--- config.mk ---
export PLATFORM = sky130hd
export DESIGN_NAME = ahbl_arb2
export DESIGN_NICKNAME = d
export VERILOG_FILES = /design/src/rtl/ahbl_pkg.sv /design/src/rtl/ahbl_arb_wait_cnt.sv /design/src/rtl/ahbl_arb2.sv
export SDC_FILE = /design/constraint.sdc
export NUM_CORES = 1
export LEC_CHECK = 0
export ABC_AREA = 1
export CORE_AREA = 2 2 134 136
export DETAILED_ROUTE_END_ITERATION = 6
export DIE_AREA = 0 0 136 138
export PLACE_DENSITY_LB_ADDON = 0.2
export SYNTH_ARGS = -nofsm -noshare
export SYNTH_HDL_FRONTEND = slang
export SYNTH_HIERARCHICAL = 1
export SYNTH_SLANG_ARGS = --single-unit
--- constraint.sdc ---
create_clock -name HCLK -period 2.2 [get_ports HCLK]
set_clock_uncertainty 0.2 [all_clocks]
set_input_delay 0.44 -clock HCLK [delete_from_list [all_inputs] [get_ports HCLK]]
set_output_delay 0.44 -clock HCLK [all_outputs]
set_load 0.01 [all_outputs]
--- src/rtl/ahbl_pkg.sv ---
// Shared AHB-Lite definitions: transfer encodings, bus widths and the
// bundle of master-side address/control signals.
package ahbl_pkg;

  localparam int ADDR_W = 32;
  localparam int DATA_W = 32;

  typedef enum logic [1:0] {
    HTRANS_IDLE   = 2'b00,
    HTRANS_BUSY   = 2'b01,
    HTRANS_NONSEQ = 2'b10,
    HTRANS_SEQ    = 2'b11
  } htrans_e;

  typedef struct packed {
    logic [ADDR_W-1:0] haddr;
    htrans_e           htrans;
    logic              hwrite;
    logic [2:0]        hsize;
    logic [2:0]        hburst;
    logic [3:0]        hprot;
    logic              hmastlock;
  } ahbl_master_t;

  // NONSEQ and SEQ both carry a real transfer request.
  function automatic logic is_req(input htrans_e t);
    return (t == HTRANS_NONSEQ) || (t == HTRANS_SEQ);
  endfunction

endpackage

--- src/rtl/ahbl_arb_wait_cnt.sv ---
// Per-master stall counter: counts cycles spent requesting without the grant,
// saturates at 16 bits, and raises a sticky starvation flag at WAIT_LIMIT.
module ahbl_arb_wait_cnt #(
  parameter int unsigned WAIT_LIMIT = 64
) (
  input  logic clk_i,
  input  logic rst_ni,
  input  logic req_i,
  input  logic granted_i,
  output logic starve_o
);

  localparam logic [15:0] LIMIT = 16'(WAIT_LIMIT);

  logic [15:0] cnt_q, cnt_d;
  logic        starve_q, starve_d;

  always_ff @(posedge clk_i) begin
    if (!rst_ni) begin
      cnt_q    <= '0;
      starve_q <= 1'b0;
    end else begin
      cnt_q    <= cnt_d;
      starve_q <= starve_d;
    end
  end

  always_comb begin
    cnt_d = cnt_q;
    if (granted_i) begin
      cnt_d = '0;
    end else if (req_i && (cnt_q != 16'hFFFF)) begin
      cnt_d = cnt_q + 16'd1;
    end
    starve_d = starve_q | (cnt_d >= LIMIT);
  end

  assign starve_o = starve_q;

endmodule

--- src/rtl/ahbl_arb2.sv ---
// Two-master AHB-Lite arbiter/multiplexer. Ownership changes only when the
// granted master is IDLE, unlocked and the bus is ready; losers see HREADY low.
module ahbl_arb2
  import ahbl_pkg::*;
#(
  parameter logic        DEFAULT_MASTER = 1'b0,
  parameter int unsigned WAIT_LIMIT     = 64
) (
  input  logic              HCLK,
  input  logic              HRESETN,
  input  logic [ADDR_W-1:0] M0_HADDR,
  input  logic [1:0]        M0_HTRANS,
  input  logic              M0_HWRITE,
  input  logic [2:0]        M0_HSIZE,
  input  logic [2:0]        M0_HBURST,
  input  logic [3:0]        M0_HPROT,
  input  logic              M0_HMASTLOCK,
  input  logic [DATA_W-1:0] M0_HWDATA,
  output logic              M0_HREADY,
  output logic              M0_HRESP,
  output logic [DATA_W-1:0] M0_HRDATA,
  input  logic [ADDR_W-1:0] M1_HADDR,
  input  logic [1:0]        M1_HTRANS,
  input  logic              M1_HWRITE,
  input  logic [2:0]        M1_HSIZE,
  input  logic [2:0]        M1_HBURST,
  input  logic [3:0]        M1_HPROT,
  input  logic              M1_HMASTLOCK,
  input  logic [DATA_W-1:0] M1_HWDATA,
  output logic              M1_HREADY,
  output logic              M1_HRESP,
  output logic [DATA_W-1:0] M1_HRDATA,
  output logic [ADDR_W-1:0] HADDR,
  output logic [1:0]        HTRANS,
  output logic              HWRITE,
  output logic [2:0]        HSIZE,
  output logic [2:0]        HBURST,
  output logic [3:0]        HPROT,
  output logic              HMASTLOCK,
  output logic [DATA_W-1:0] HWDATA,
  input  logic [DATA_W-1:0] HRDATA,
  input  logic              HREADYIN,
  input  logic              HRESP,
  output logic              GRANT,
  output logic [1:0]        STARVE
);

  ahbl_master_t m0, m1, bus_m;
  logic grant_q, grant_d;
  logic dp_owner_q, dp_owner_d;
  logic dp_valid_q, dp_valid_d;
  logic req0, req1, req_other, boundary;

  assign m0 = '{haddr: M0_HADDR, htrans: htrans_e'(M0_HTRANS), hwrite: M0_HWRITE,
                hsize: M0_HSIZE, hburst: M0_HBURST, hprot: M0_HPROT,
                hmastlock: M0_HMASTLOCK};
  assign m1 = '{haddr: M1_HADDR, htrans: htrans_e'(M1_HTRANS), hwrite: M1_HWRITE,
                hsize: M1_HSIZE, hburst: M1_HBURST, hprot: M1_HPROT,
                hmastlock: M1_HMASTLOCK};

  assign req0      = M0_HTRANS[1];
  assign req1      = M1_HTRANS[1];
  assign bus_m     = grant_q ? m1 : m0;
  assign req_other = grant_q ? req0 : req1;
  // The owner's final data phase completes on this same edge, so nothing is left in flight.
  assign boundary  = HREADYIN && (bus_m.htrans == HTRANS_IDLE) && !bus_m.hmastlock && req_other;

  always_ff @(posedge HCLK) begin
    if (!HRESETN) begin
      grant_q    <= DEFAULT_MASTER;
      dp_owner_q <= DEFAULT_MASTER;
      dp_valid_q <= 1'b0;
    end else begin
      grant_q    <= grant_d;
      dp_owner_q <= dp_owner_d;
      dp_valid_q <= dp_valid_d;
    end
  end

  always_comb begin
    grant_d    = grant_q;
    dp_owner_d = dp_owner_q;
    dp_valid_d = dp_valid_q;
    if (boundary) begin
      grant_d = ~grant_q;
    end
    if (HREADYIN) begin
      dp_owner_d = grant_q;
      dp_valid_d = is_req(bus_m.htrans);
    end
  end

  always_comb begin
    HADDR     = bus_m.haddr;
    HTRANS    = bus_m.htrans;
    HWRITE    = bus_m.hwrite;
    HSIZE     = bus_m.hsize;
    HBURST    = bus_m.hburst;
    HPROT     = bus_m.hprot;
    HMASTLOCK = bus_m.hmastlock;
    HWDATA    = dp_owner_q ? M1_HWDATA : M0_HWDATA;
    M0_HREADY = grant_q ? ~req0 : HREADYIN;
    M1_HREADY = grant_q ? HREADYIN : ~req1;
    M0_HRESP  = dp_valid_q && !dp_owner_q && HRESP;
    M1_HRESP  = dp_valid_q && dp_owner_q && HRESP;
    M0_HRDATA = HRDATA;
    M1_HRDATA = HRDATA;
    GRANT     = grant_q;
  end

  ahbl_arb_wait_cnt #(.WAIT_LIMIT(WAIT_LIMIT)) u_wait0 (
    .clk_i     (HCLK),
    .rst_ni    (HRESETN),
    .req_i     (req0),
    .granted_i (~grant_q),
    .starve_o  (STARVE[0])
  );

  ahbl_arb_wait_cnt #(.WAIT_LIMIT(WAIT_LIMIT)) u_wait1 (
    .clk_i     (HCLK),
    .rst_ni    (HRESETN),
    .req_i     (req1),
    .granted_i (grant_q),
    .starve_o  (STARVE[1])
  );

endmodule
# Word level (Yosys, flattened, before mapping)
# Index checks and enable logic that the tools add are counted.
# word_totals
ff_bits	37
latchBits	0
mem_bits_rw	0
mem_bits_ro	0
input_bits	192
out_inout_bits	149
elab_cells	42
mem_count	0
# classes
add_sub_neg	2
n_mul	0
div_mod_pow	0
order_cmp	2
eq_ne	4
shifts	0
n_mux	9
bitwise	5
n_reduce_logical	13
# ops
op	count
2-to-1 mux 16 bit	4
2-to-1 mux 46 bit	1
adder 16 x 1 -> 16 bit (second input constant)	2
greater-or-equal comparator 16 x 7 -> 1 bit (second input constant)	2
2-to-1 mux 32 bit	1
inequality test 16 bit (second input constant)	2
logical AND 1 bit	9
equality test 2 bit (second input constant)	2
2-to-1 mux 1 bit	3
inverter 1 bit	3
logical NOT 1 bit	2
logical NOT 2 bit	1
bitwise OR 1 bit	2
logical OR 1 bit	1

# Depth between registers and ports, before layout
# depth
word_depth	6
ltp_mapped	14
mapped_depth_nobuf	14

# Modules after synthesis
# Netlist, hierarchy kept.
# modules_own_cells
module	n_inst	cells_each	area_each_um2	seq_area_each_um2
ahbl_arb_wait_cnt	2	170	1098.6	340.3
ahbl_arb2	1	344	1617.8	60.1

# Least setup slack after synthesis
# Ideal clock, no wire load.
# synth_path
path_type	flip-flop to flip-flop
from	register grant_q, in the netlist GRANT
to	register u_wait0.starve_q, in the netlist u_wait0/starve_o
arrival_time_ns	1.531
required_ns	1.942
slack_ns	0.411
stages_incl_launch_ff	8
n_path_buf	1
cell_sequence	dfxtp_1 > inv_2 > clkbuf_1 > nor2_1 > clkinv_1 > a21oi_2 > a21oi_1 > nand2_1
# synth_between
elab_chain_cells	3
# synth_rtl
item	line_no	rtl
start, declared	ahbl_arb2.sv:49	logic grant_q, grant_d;
start signal, assigned	ahbl_arb2.sv:74	grant_q <= grant_d;
2-to-1 mux 16 bit	ahbl_arb_wait_cnt.sv:30	if (granted_i) begin
greater-or-equal comparator 16 x 7 -> 1 bit	ahbl_arb_wait_cnt.sv:35	starve_d = starve_q | (cnt_d >= LIMIT);
bitwise OR 1 bit	ahbl_arb_wait_cnt.sv:35	
end signal, assigned	ahbl_arb_wait_cnt.sv:24	starve_q <= starve_d;
end, declared	ahbl_arb_wait_cnt.sv:16	logic starve_q, starve_d;
# Every way passes these cells.
# A chain may end at the register's enable or synchronous reset.

# Worst setup path in the final report
# layout_path
from	register grant_q, in the netlist GRANT
to	output HADDR[8]
# layout_between
elab_chain_cells	1
# layout_rtl
item	line_no	rtl
2-to-1 mux 46 bit	ahbl_arb2.sv:63	assign bus_m = grant_q ? m1 : m0;
end, declared	ahbl_arb2.sv:33	output logic [ADDR_W-1:0] HADDR,
# Every way passes these cells.

==> out/metrics.yaml <==
setup_viol: 0
clockBufferDepth: 2
swShare_pct: 26.7
yosys_warnings: 6
gp_congestion: 0.857
grt_max_degree: 25
grt_use_total_pct: 19.6
rr_worst_depth: 14
overflow: 0
worst_slack_ns: 0.0694
synth_cells: 684
grt_first_pass_wirelength_mm: 27.4
place_ws_ns: -0.317
criticalPathCategory: "reg -> out"
drive_gt1_share_pct: 12.4
p_seq_share_pct: 29.1
grt_antenna_before_repair: 21
hold_viol_final: 0
core-area_um2: 17500
p_int_uw: 1740
combinationalPowerShare_pct: 34.6
die_area_um2: 18800
min_path_cells: 2
hold_path.class: "reg -> reg"
crit_family: "buffers and inverters"
grt_pass1_vias: 4597
cts_inserted_buffers: 5
cts_sinks: 37
synth.top_cell.area_share_pct: 31.6
critPathRequiredTime_ns: 1.56
wirelength_mm: 18.7
path_depth: 6
worst-path-buf-inv: 4
post-route-period-util_pct: 96.8
synthesis.area_um2: 3810
drt_pass1_iterations: 4
start_util_pct: 21.8
port_buffers: 244
synth_cell_type_count: 29
clk_pin_slew_ns: 0.06
path_cells: "buf_4 -> buf_12 -> buf_4 -> nand2_1 -> nand2_1 -> dlygate4sd2_1"
rsz0062_at_grt: "no"
die_y_um: 138
cp_max_fo: 7
arrival_ns: 1.49
cts_tree: "done"
yosysSeqAreaShare_pct: 19.4
fin_crit_ns: 2.13
outcome: "finished clean"
drc: 0
leakagePower_uw: 0.00331
htreeDepth: 2
maxSlewViolCount: 0
root_buffer: "clkbuf_16"
drt_iter0_drc: 160
num_rows: 49
vias: 4723
powerDensity_nw_per_um2: 356
fmax_mhz: 469
whs_ns: 0.287
slowest_stage: "dfxtp_4"
synth_fp_nets: 878
holdBufCountCts: 0
postSynthAreaPerCell_um2: 5.58
area_growth_pct: 74.7
p_switching_uw: 632
synth_seq_cells: 37
yosys.area.top_type: "nand2_1"
nNetsFinal: 1095
vdd_drop_max_uv: 244
clock_power_share_pct: 36.3
critPathCaptureType: "output pin"
synth.area.top_cells: "nand2_1 (32%), dfxtp_1 (19%), buf_4 (13%), inv_1 (6.1%), nor2_1 (5.2%)"
clock_insertion_delay_worst_skew_ns: 0.28
ant_nets: 0
worst_pin_slew_ns: 0.340
avgRoutedWirePerCell_um: 16.4
relSlewSlack_pct: 77.3
cap_violations: 0
num_io_pins: 341
place_hpwl_mm: 15.7
die_w_um: 136
cp-start-kind: "flop"
vias_per_cell: 4.15
critPathMaxStageDelay_ns: 0.42
## final cells by class
class	instances	area [µm²]
repair buffers	293	2910
multi-input cells	497	2260
inverters	67	267
fillers	1922	10900
clock buffers	6	139
well taps	229	287
diodes	8	20.0
clock inverters	2	37.5
flip-flops and latches	37	748
## flip-flops by register name, indices dropped and copies added, names as in the netlist
signal / flops
u_wait0/cnt_q: 16
u_wait1/cnt_q: 16
dp_valid_q: 1
u_wait1/starve_o: 1
GRANT: 1
dp_owner_q: 1
u_wait0/starve_o: 1
## cell usage in the layout (no fill, tap or decap), types with 5 or more instances in the layout
cell type	instances
nor2_2	7
dlymetal6s2s_1	13
clkbuf_16	6
nand3_2	6
nor2_1	53
nor2_4	7
dfxtp_1	35
buf_12	5
inv_1	61
nand2_4	8
buf_4	39
clkdlybuf4s15_1	6
nand3_1	27
diode_2	8
clkdlybuf4s50_1	158
o21ai_0	12
nand2_2	10
nand2_1	321
dlygate4sd2_1	63
nand4_1	6
a21oi_1	15
## metal layers
layer | vias up | share of wire, % | global-route usage [%]
met5 | - | 0.89 | 0
met4 | 26 | 3.0 | 5.76
met3 | 64 | 16 | 15.3
met2 | 197 | 39 | 27.4
met1 | 1977 | 41 | 22.9
li1 | 2459 | - | -
## final timing paths
path / slack (ns) / startpoint / end
max: 0.07 / GRANT / HADDR[8]
min: 0.29 / u_wait1/cnt_q[0] / u_wait1/cnt_q[0]
max reg2reg: 0.16 / u_wait0/cnt_q[1] / u_wait0/starve_o
min reg2reg: 0.29 / u_wait1/cnt_q[0] / u_wait1/cnt_q[0]
## Yosys cell counts (all sizes together)
cell type	count
o211ai	1
nand3b	4
xor2	4
clkinv	2
inv	65
buf	78
clkbuf	5
xnor2	2
ha	2
a21oi	19
nor3	2
nand2	339
o21bai	1
nor2	67
nand3	33
nand4	6
dfxtp	37
o21ai	17
## power groups by stage
| stage | sequential, µW | combinational (µW) | clock [µW] |
|---|---|---|---|
| 2_1_floorplan | 703 | 371 | 0 |
| 4_1_cts | 689 | 829 | 882 |
| 6_report | 690 | 819 | 861 |
| 3_3_place_gp | 704 | 878 | 0 |
| 3_5_place_dp | 703 | 879 | 0 |
| 5_1_grt | 691 | 893 | 921 |
## metrics by stage
step | TNS, ns | instances | cell area, µm² | total power (µW) | util [%]
after detailed placement | -4.15 | 1115 | 6320 | 1580 | 36.0
after global placement | -3.64 | 1115 | 6320 | 1580 | 36.0
after CTS | -0.523 | 1129 | 6550 | 2400 | 37.4
after global routing | 0 | 1132 | 6650 | 2500 | 37.9
final | 0 | 1139 | 6660 | 2370 | 38.0
after floorplan | 0 | 684 | 3810 | 1070 | -
## repair_timing
action | in CTS | in global routing
setup buffers | 3 | 1
pin swaps | 0 | 2
gates cloned | 3 | 1
endpoints found under the setup margin | 81 | 16
resized for setup | 88 | 31
## logic make-up after synthesis
logic type	Yosys count	share of synthesized area, %
simple gates	451	51.0
buf+inv	150	21.9
compound gates	38	5.61
flops	37	19.4
xor+xnor	6	1.38
fa+ha+maj	2	0.656
## worst min-delay path, stage by stage, from the launching register on
cell,delay [ns]
dfxtp_1,0.32
inv_1,0.07
a21oi_1,0.05
No activity file was read; power rests on OpenSTA's default activity.
